### src/rtl/spi_frame_loader.sv
// rtl/spi_frame_loader.sv - Wishbone sequencer copying SPI flash pages into a frame buffer
//
// Purpose: turns one start pulse into a multi-chunk flash-to-framebuffer copy.
// For each chunk it programs the SPI reader (page index, length, start), polls
// the reader's busy bit, then drains the reader buffer word by word into a
// simple write port.
//
// Optional feature: define SPI_FRAME_LOADER_CHECKSUM_EN to add checksum_o, a
// 32-bit wrapping sum of every word transferred on the sink port.
//
// Ports:
//   clk_i, rst_i                    clock, asynchronous active-high reset
//   start_i, page_i, words_i,
//   out_base_i                      job request, sampled only when idle
//   busy_o, done_o, err_o           status: done_o one-cycle pulse, err_o sticky timeout
//   m_adr_o .. m_cti_o, m_dat_i,
//   m_ack_i                         Wishbone classic single-cycle master
//   out_adr_o, out_dat_o, out_we_o,
//   out_ready_i                     sink write port (transfer when we & ready)
//   checksum_o                      checksum build only

`ifndef SPIMEM_CONTROL
`define SPIMEM_CONTROL 16'h0000
`endif
`ifndef SPIMEM_READ_ADDR
`define SPIMEM_READ_ADDR 16'h0001
`endif
`ifndef SPIMEM_READ_LENGTH
`define SPIMEM_READ_LENGTH 16'h0002
`endif

module spi_frame_loader #(
  parameter logic [15:0] SPI_BASE     = 16'h0000,
  parameter logic [15:0] SPI_MEM_BASE = 16'h1000,
  parameter int          CHUNK_WORDS  = 16,
  parameter int          OUT_AW       = 10,
  parameter int          TIMEOUT      = 1023
) (
  input  logic              clk_i,
  input  logic              rst_i,
  input  logic              start_i,
  input  logic [15:0]       page_i,
  input  logic [15:0]       words_i,
  input  logic [OUT_AW-1:0] out_base_i,
  output logic              busy_o,
  output logic              done_o,
  output logic              err_o,
  output logic [15:0]       m_adr_o,
  output logic [31:0]       m_dat_o,
  input  logic [31:0]       m_dat_i,
  output logic              m_we_o,
  output logic [3:0]        m_sel_o,
  output logic              m_stb_o,
  output logic              m_cyc_o,
  input  logic              m_ack_i,
  output logic [2:0]        m_cti_o,
  output logic [OUT_AW-1:0] out_adr_o,
  output logic [31:0]       out_dat_o,
  output logic              out_we_o,
  input  logic              out_ready_i
`ifdef SPI_FRAME_LOADER_CHECKSUM_EN
  ,
  output logic [31:0]       checksum_o
`endif
);

  typedef enum logic [2:0] {
    S_IDLE, S_SET_ADDR, S_SET_LEN, S_KICK, S_POLL, S_FETCH, S_PUSH, S_DONE
  } state_t;

  localparam int            TW       = $clog2(TIMEOUT + 1);
  localparam logic [TW-1:0] TMO_LAST = TW'(TIMEOUT - 1);
  localparam logic [15:0]   A_CTL    = SPI_BASE + `SPIMEM_CONTROL;
  localparam logic [15:0]   A_RA     = SPI_BASE + `SPIMEM_READ_ADDR;
  localparam logic [15:0]   A_RL     = SPI_BASE + `SPIMEM_READ_LENGTH;

  state_t            r_state;
  logic [15:0]       r_page, r_remaining, r_n, r_i;
  logic [TW-1:0]     r_tmo;
  logic              r_busy, r_done, r_err, r_cyc, r_we, r_out_we;
  logic [15:0]       r_adr;
  logic [31:0]       r_dat, r_out_dat;
  logic [OUT_AW-1:0] r_out_adr;
  logic [15:0]       w_n;
  logic              w_ack;

  assign w_n   = (r_remaining > 16'(CHUNK_WORDS)) ? 16'(CHUNK_WORDS) : r_remaining;
  assign w_ack = r_cyc & m_ack_i;

  assign busy_o    = r_busy;
  assign done_o    = r_done;
  assign err_o     = r_err;
  assign m_adr_o   = r_adr;
  assign m_dat_o   = r_dat;
  assign m_we_o    = r_we;
  assign m_sel_o   = 4'hF;
  assign m_cti_o   = 3'b000;
  // cyc and stb always move together for single classic cycles
  assign m_cyc_o   = r_cyc;
  assign m_stb_o   = r_cyc;
  assign out_adr_o = r_out_adr;
  assign out_dat_o = r_out_dat;
  assign out_we_o  = r_out_we;

  always_ff @(posedge clk_i or posedge rst_i) begin
    if (rst_i) begin
      r_state     <= S_IDLE;
      r_page      <= '0;
      r_remaining <= '0;
      r_n         <= '0;
      r_i         <= '0;
      r_tmo       <= '0;
      r_busy      <= 1'b0;
      r_done      <= 1'b0;
      r_err       <= 1'b0;
      r_cyc       <= 1'b0;
      r_we        <= 1'b0;
      r_adr       <= '0;
      r_dat       <= '0;
      r_out_we    <= 1'b0;
      r_out_dat   <= '0;
      r_out_adr   <= '0;
    end else begin
      r_done <= 1'b0;
      case (r_state)
        S_IDLE: begin
          if (start_i) begin
            r_page      <= page_i;
            r_remaining <= words_i;
            r_out_adr   <= out_base_i;
            r_err       <= 1'b0;
            r_tmo       <= '0;
            r_i         <= '0;
            if (words_i == 16'd0) begin
              r_done  <= 1'b1;
              r_state <= S_DONE;
            end else begin
              r_busy  <= 1'b1;
              r_state <= S_SET_ADDR;
            end
          end
        end

        S_SET_ADDR, S_SET_LEN, S_KICK, S_POLL, S_FETCH: begin
          if (w_ack) begin
            r_cyc <= 1'b0;
            r_we  <= 1'b0;
            r_tmo <= '0;
            case (r_state)
              S_SET_ADDR: r_state <= S_SET_LEN;
              S_SET_LEN:  r_state <= S_KICK;
              S_KICK:     r_state <= S_POLL;
              S_POLL: begin
                if (!m_dat_i[0]) begin
                  r_i     <= '0;
                  r_state <= S_FETCH;
                end else begin
                  // the poll budget spans the whole busy-wait, so keep counting
                  r_tmo <= r_tmo + 1'b1;
                end
              end
              S_FETCH: begin
                r_out_dat <= m_dat_i;
                r_out_we  <= 1'b1;
                r_state   <= S_PUSH;
              end
              default: ;
            endcase
          end else if (r_tmo >= TMO_LAST) begin
            r_cyc   <= 1'b0;
            r_we    <= 1'b0;
            r_err   <= 1'b1;
            r_done  <= 1'b1;
            r_busy  <= 1'b0;
            r_state <= S_DONE;
          end else if (!r_cyc) begin
            // launch; the ack wait counter restarts except inside a poll sequence
            r_cyc <= 1'b1;
            r_tmo <= (r_state == S_POLL) ? r_tmo + 1'b1 : '0;
            case (r_state)
              S_SET_ADDR: begin
                r_adr <= A_RA;
                r_dat <= {16'h0000, r_page};
                r_we  <= 1'b1;
              end
              S_SET_LEN: begin
                r_adr <= A_RL;
                r_dat <= {16'h0000, w_n};
                r_we  <= 1'b1;
                r_n   <= w_n;
              end
              S_KICK: begin
                r_adr <= A_CTL;
                r_dat <= 32'd1;
                r_we  <= 1'b1;
              end
              S_POLL: begin
                r_adr <= A_CTL;
                r_dat <= '0;
                r_we  <= 1'b0;
              end
              default: begin
                r_adr <= SPI_MEM_BASE + r_i;
                r_dat <= '0;
                r_we  <= 1'b0;
              end
            endcase
          end else begin
            r_tmo <= r_tmo + 1'b1;
          end
        end

        S_PUSH: begin
          if (out_ready_i) begin
            r_out_we  <= 1'b0;
            r_out_adr <= r_out_adr + 1'b1;
            if (r_i + 16'd1 == r_n) begin
              r_remaining <= r_remaining - r_n;
              r_page      <= r_page + 16'd1;
              if (r_remaining == r_n) begin
                r_done  <= 1'b1;
                r_busy  <= 1'b0;
                r_state <= S_DONE;
              end else begin
                r_state <= S_SET_ADDR;
              end
            end else begin
              r_i     <= r_i + 16'd1;
              r_state <= S_FETCH;
            end
          end
        end

        S_DONE: r_state <= S_IDLE;

        default: r_state <= S_IDLE;
      endcase
    end
  end

`ifdef SPI_FRAME_LOADER_CHECKSUM_EN
  logic [31:0] r_csum;

  assign checksum_o = r_csum;

  always_ff @(posedge clk_i or posedge rst_i) begin
    if (rst_i) begin
      r_csum <= '0;
    end else if (r_state == S_IDLE && start_i) begin
      r_csum <= '0;
    end else if (r_state == S_PUSH && r_out_we && out_ready_i) begin
      r_csum <= r_csum + r_out_dat;
    end
  end
`endif

endmodule

### config.mk
export PLATFORM = sky130hd
export DESIGN_NAME = spi_frame_loader
export DESIGN_NICKNAME = d
export VERILOG_FILES = /design/src/rtl/spi_frame_loader.sv
export SDC_FILE = /design/constraint.sdc
export NUM_CORES = 1
export LEC_CHECK = 0
export CORE_MARGIN = 3
export CORE_UTILIZATION = 50
export CTS_CLUSTER_SIZE = 14
export DETAILED_ROUTE_END_ITERATION = 16
export DONT_BUFFER_PORTS = 1
export PLACE_DENSITY = 0.73
export SYNTH_ARGS = -nofsm -noshare
export SYNTH_HDL_FRONTEND = slang
export SYNTH_SLANG_ARGS = --single-unit
### constraint.sdc
create_clock -name clk_i -period 5.09 [get_ports clk_i]
set_input_delay 0.7635 -clock clk_i [delete_from_list [all_inputs] [get_ports clk_i]]
set_output_delay 0.7635 -clock clk_i [all_outputs]
set_load 0.05 [all_outputs]
==> metrics.yaml <==
wl_met1_microns: 10630
cp_data_required_time_ns: 5.45
fin_skew_ns: 0.008760
crit_chain: "ha_1 -> and4_1 -> nand4_1 -> xor2_1 -> a2111o_1 -> or3_4 -> o21ai_2 -> buf_4 -> mux2i_1"
grt_pass1_wl_microns: 38640
grt_pass1_vias: 7316
crit_slowest_cell: "o21ai_2"
ys_ff_latch: 157
ys_warn_count: 0
grt_overflow: 0
vias: 7589
layout.area.seq_sq_mm: 0.003929
leakage_nw: 4.156
worst_pin_slew_ns: 1.033
ctsHtreeMaxLevel: 4
drive_above_1_share: 0.1131
dieArea_sq_mm: 0.02005
multi_input_area_sq_mm: 0.004798
reg2reg_to: "r_remaining[0]$_DFFE_PP0P_"
share_comb_of_total_power: 0.346
port_buffers: 0
fillerInstances: 1558
syn_area_sq_mm: 0.009193
grt_max_degree: 67
p_switching_mw: 3.244
max_stage_delay_ns: 0.73
gr-usage-all-layers: 0.2406
num_rows: 48
die_x_microns: 141.6
synth_edf_count: 0
maxCapViolations: 0
endpoint: "r_remaining[0]$_DFFE_PP0P_"
clock_latency_ns: 0.44
p_seq_frac: 0.456
p_per_area_mw_per_mm2: 647.5
final_hold_viol_count: 0
root_buffer: "clkbuf_16"
synthDistinctLibCells: 75
diodes: 0
period_share: 0.7489
status: "finished clean"
cts_setup_buffers: 0
final_common_cell: "dfrtp_1"
antenna_found_initial: 0
swShare: 0.5088
worstReg2RegStart: "r_i[0]$_DFFE_PP0P_"
ir_drop_mv: 0.4700
endpoint_kind: "register"
clkPwrFrac: 0.198
syn_inst: 999
hold_ws_ns: 0.2493
worst_ep_arrival_time_ns: 4.17
placeableCoreArea_sq_mm: 0.01766
reg2regPathDepth: 9
path_class: "register to register"
synth_seq_area_share: 0.4274
routed_wl_microns: 24480
hp-class: "input port to async pin"
dpl.hpwl_microns: 17680
cts.clk_slew.worst_paths_ns: 0.07
top_layer: "met4"
die_h_microns: 141.6
drt_pass1_iterations: 8
drv_slew: 0
num_io_pins: 183
reg2reg_slack_ns: 1.28
setup_viol: 0
start_util: 0.5206
cts_tree: "done"
intPower_mw: 3.131
wl_met2_microns: 10950
cts.path.max_buffers: 2
async_reset_ff_frac: 1.000
path_buf_inv: 1
finalSetupTns_ns: 0
startpoint: "r_i[0]$_DFFE_PP0P_"
wire_per_inst_microns: 20.30
numCtsBuffers: 17
fmax_ghz: 0.2623
max_slew_margin: 0.3114
routabilityCongestion: 0.9032
vias_per_cell: 6.293
rsz0062_at_grt: "false"
cts_resized: 0
synth_flop_cell: "dfrtp_1"
fin_crit_ns: 3.812
cp_num_cells: 9
layout_common_cells: "dfrtp_1 (157), nand2_1 (104), o21ai_0 (65)"
clock_sinks: 157
wl_met3_microns: 2262
drtIter0Drc: 689
area_delta_synth_final_pct: 7.105
final_nets: 1069
drc: 0
drtAntennaViolNets: 0
syn_area_per_cell_sq_um: 9.202
startpoint_type: "register"
cp_top_family: "compound AO/OA/AOI/OAI gates"
crit_path_max_fanout: 20
holdBufCountCts: 0
## worst reg2reg max path, stage by stage (launching register included)
cell,delay (ns)
dfrtp_1,0.54
ha_1,0.31
and4_1,0.35
nand4_1,0.20
xor2_1,0.18
a2111o_1,0.44
or3_4,0.50
o21ai_2,0.73
buf_4,0.28
mux2i_1,0.19
## registers in the layout, summed over array words and instances (netlist names), 3 cells and up
name         count
r_tmo           10
r_i             16
r_state          3
r_n             16
r_page          16
m_dat_o         16
r_remaining     16
out_adr_o       10
m_adr_o         16
out_dat_o       32
## worst min-delay path by stage
stage / end / depth (start not counted)
after floorplan: r_tmo[9]$_DFFE_PP0P_ / 1
after global placement: r_tmo[9]$_DFFE_PP0P_ / 1
after detailed placement: r_tmo[7]$_DFFE_PP0P_ / 1
after CTS: r_i[10]$_DFFE_PP0P_ / 1
after global routing: r_i[10]$_DFFE_PP0P_ / 1
final: r_i[10]$_DFFE_PP0P_ / 1
## cell usage after synthesis, types with 5 or more instances
cell / n / area (sq um)
dfrtp_1: 157 / 3929
nand2_1: 105 / 394.1
o21ai_0: 65 / 325.3
nor2_1: 64 / 240.2
clkbuf_1: 47 / 176.4
mux2_2: 44 / 495.5
a21oi_1: 43 / 215.2
inv_1: 36 / 135.1
nand3_1: 35 / 175.2
a31oi_1: 29 / 181.4
buf_4: 25 / 187.7
nor3_1: 25 / 125.1
o31ai_1: 22 / 165.2
ha_1: 21 / 262.8
xnor2_1: 20 / 175.2
and3_1: 16 / 100.1
nand4_1: 15 / 93.84
nor4_1: 15 / 93.84
o211ai_1: 15 / 112.6
nor2b_1: 14 / 87.58
a22o_1: 13 / 113.9
a22oi_1: 12 / 90.09
and2_1: 9 / 56.30
buf_2: 9 / 45.04
o21a_1: 9 / 67.56
xor2_1: 9 / 78.83
o22ai_1: 8 / 50.05
a21o_1: 7 / 52.55
mux2i_1: 6 / 60.06
nand2b_1: 6 / 37.54
nor3b_1: 6 / 45.04
o41ai_1: 6 / 52.55
a211oi_1: 5 / 37.54
and4_1: 5 / 43.79
o31a_1: 5 / 43.79
or3_1: 5 / 31.28
or4_1: 5 / 37.54
## layout make-up
class	count	share of cell area
inverters	36	0.01423
flip-flops and latches	157	0.3990
multi-input cells	742	0.4874
clock buffers	17	0.04321
clock inverters	15	0.01690
well taps	225	0.02859
repair buffers	14	0.01067
## layer usage
layer | global-route usage | up-vias
met5 | 0 | -
li1 | - | 3557
met1 | 0.3291 | 3639
met2 | 0.3660 | 346
met3 | 0.07145 | 47
met4 | 0.08283 | 0
## cells by family (layout without fill, tap and decap cells)
family,Yosys count,in the layout,synth area share
other,2,23,0.0008170
adder cells (fa/ha/maj),23,23,0.03185
AO/OA/AOI/OAI,269,269,0.1922
XOR/XNOR,29,29,0.02763
buffers and inverters,121,82,0.06166
AND/OR/NAND/NOR,348,348,0.1980
multiplexers,50,50,0.06043
flip-flops,157,157,0.4274
## power groups by stage
stage / sequential (mW) / clock (mW) / combinational (mW)
after global routing: 2.97 / 1.33 / 2.46
after CTS: 2.90 / 1.29 / 2.19
after detailed placement: 2.92 / 0 / 2.17
after floorplan: 2.70 / 0 / 1.82
after global placement: 2.91 / 0 / 2.14
final: 2.90 / 1.26 / 2.21
## through the flow
step	util	power (mW)	instance area, sq um	instances	setup WS (ns)
after global routing	0.5576	6.754	9846	1206	1.030
after detailed placement	0.5241	5.094	9254	1174	1.319
after floorplan	-	4.521	9271	1020	0.09164
after CTS	0.5576	6.376	9846	1206	1.294
final	0.5576	6.375	9846	1206	1.278
after global placement	0.5241	5.049	9254	1174	1.420
Note: power is estimated with default switching activity, not from simulation.
==> RTL edit, RTL diff (same flow settings) <==
The option `SPI_FRAME_LOADER_CHECKSUM_EN` is turned on by a define.
--- a/src/rtl/spi_frame_loader.sv
+++ b/src/rtl/spi_frame_loader.sv
@@ -20,2 +20,4 @@
 //   checksum_o                      checksum build only
+
+`define SPI_FRAME_LOADER_CHECKSUM_EN
 
Function (old outputs only; new: checksum_o): kept (Yosys induction, for registers that start in step).
==> RTL edit against the unedited design <==
Final area increased by 26%. Die area increased by 26%. Area after synthesis increased by 27%. Total power increased by 40%. Routed wire length increased by 25%. Largest power group unchanged. Setup slack improved by 0.13 ns. Non-clock buffer count increased by 2. Via count increased by 29%. Critical path depth unchanged. Sequential cell count increased by 32.
==> RTL edit: results (changes against the unedited design) <==
| Metric | Value |
|---|---|
| Status | `finished clean` |
| Final Wtd Congestion | `0.957 (+5.9%)` |
| Met2 WL | `14300 um (+31%)` |
| Psw | `4.77 mW (+47%)` |
| Total Wirelength | `30500 um (+25%)` |
| Vias in the first global route | `9294 (+27%)` |
| Combinational cell power | `3.66 mW (+66%)` |
| R2r setup slk | `1.41 ns (+0.13 ns)` |
| Wire length of the first global-routing pass | `49600 um (+28%)` |
| Sequential area share after synthesis | `40.6% (-2.2 points)` |
| Worst clock skew | `0.0149 ns (+0.00618 ns)` |
| CP max stage cell | `dfrtp_1` |
| Iteration-0 DRC count of the detailed router | `810 (+18%)` |
| Via count | `9770 (+29%)` |
| Drt first pass iters | `5 (-3)` |
| P_clk | `1.39 mW (+10%)` |
| Critical Path AT | `4.00 ns (-0.17 ns)` |
| Nets | `1394 (+30%)` |
| Synth cell count leaders | `dfrtp_1, nand2_1, o21ai_0` |
| Placed insts | `1555 (+32%)` |
| Worst Setup EP | `checksum_o[23]$_DFFE_PP0P_` |
| Adder-cell share of the synthesized area | `6.01% (+2.8 points)` |
| Vias per cell | `6.16 (-2.2%)` |
| FILL cells | `2054 (+32%)` |
| Synth area leaders | `dfrtp_1, ha_1, nand2_1` |
| Pre-CTS WS | `1.49 ns (+0.173 ns)` |
| Share of layout cells above drive strength 1 | `9.11% (-2.2 points)` |
| Max Used Layer | `met5` |
| Worst slew pin tran | `1.06 ns (+0.0259 ns)` |
| Syn avg cell area | `9.00 um2 (-2.2%)` |
| Global-route met2 utilization | `38.2% (+1.6 points)` |
| CP startpoint | `checksum_o[1]$_DFFE_PP0P_` |
| Grt met1 use | `32.0% (-0.86 points)` |
| Routed wl met3 | `2190 um (-3.1%)` |
| Static leakage | `5.39 nW (+30%)` |
| Total GRT Usage | `23.9% (-0.16 points)` |
| Synth Area in Compound Gates | `21.4% (+2.2 points)` |
| Largest net degree at the start of global routing | `190 (+180%)` |
| Min Hold Slack | `0.455 ns (+0.206 ns)` |
| Xor/xnor cell area share of the yosys netlist | `4.06% (+1.3 points)` |
| Distinct cells, synth | `80 (+6.7%)` |
| R2R Path End | `checksum_o[23]$_DFFE_PP0P_` |
## RTL edit: cell count changes in the layout (fill, tap and decap cells not counted), moves of 11 or more
cell / change
xor2_1: +13
nor3_1: +12
nand2_1: +60
nand3_1: +11
xnor2_1: +12
ha_1: +31
nor2_1: -11
o21ai_0: +43
dfrtp_1: +32
a21oi_1: +49
a21o_1: +18
## RTL edit: worst max-delay path: cells and delay by family (launching register included)
kind / cells / cell delay (ns)
fa+ha+maj: 1 / 0.36
flops: 1 / 0.73
simple gates: 2 / 0.55
compound gates: 6 / 1.92
## RTL edit: cell type report
class / instances / area, um2 / share of cell area [%]
Inverter: 41 / 158 / 1.27
Clock buffer: 17 / 425 / 3.42
Tap cell: 313 / 392 / 3.15
Multi-Input combinational cell: 996 / 6410 / 51.6
Timing Repair Buffer: 16 / 133 / 1.07
Clock inverter: 15 / 191 / 1.54
Sequential cell: 189 / 4730 / 38.0
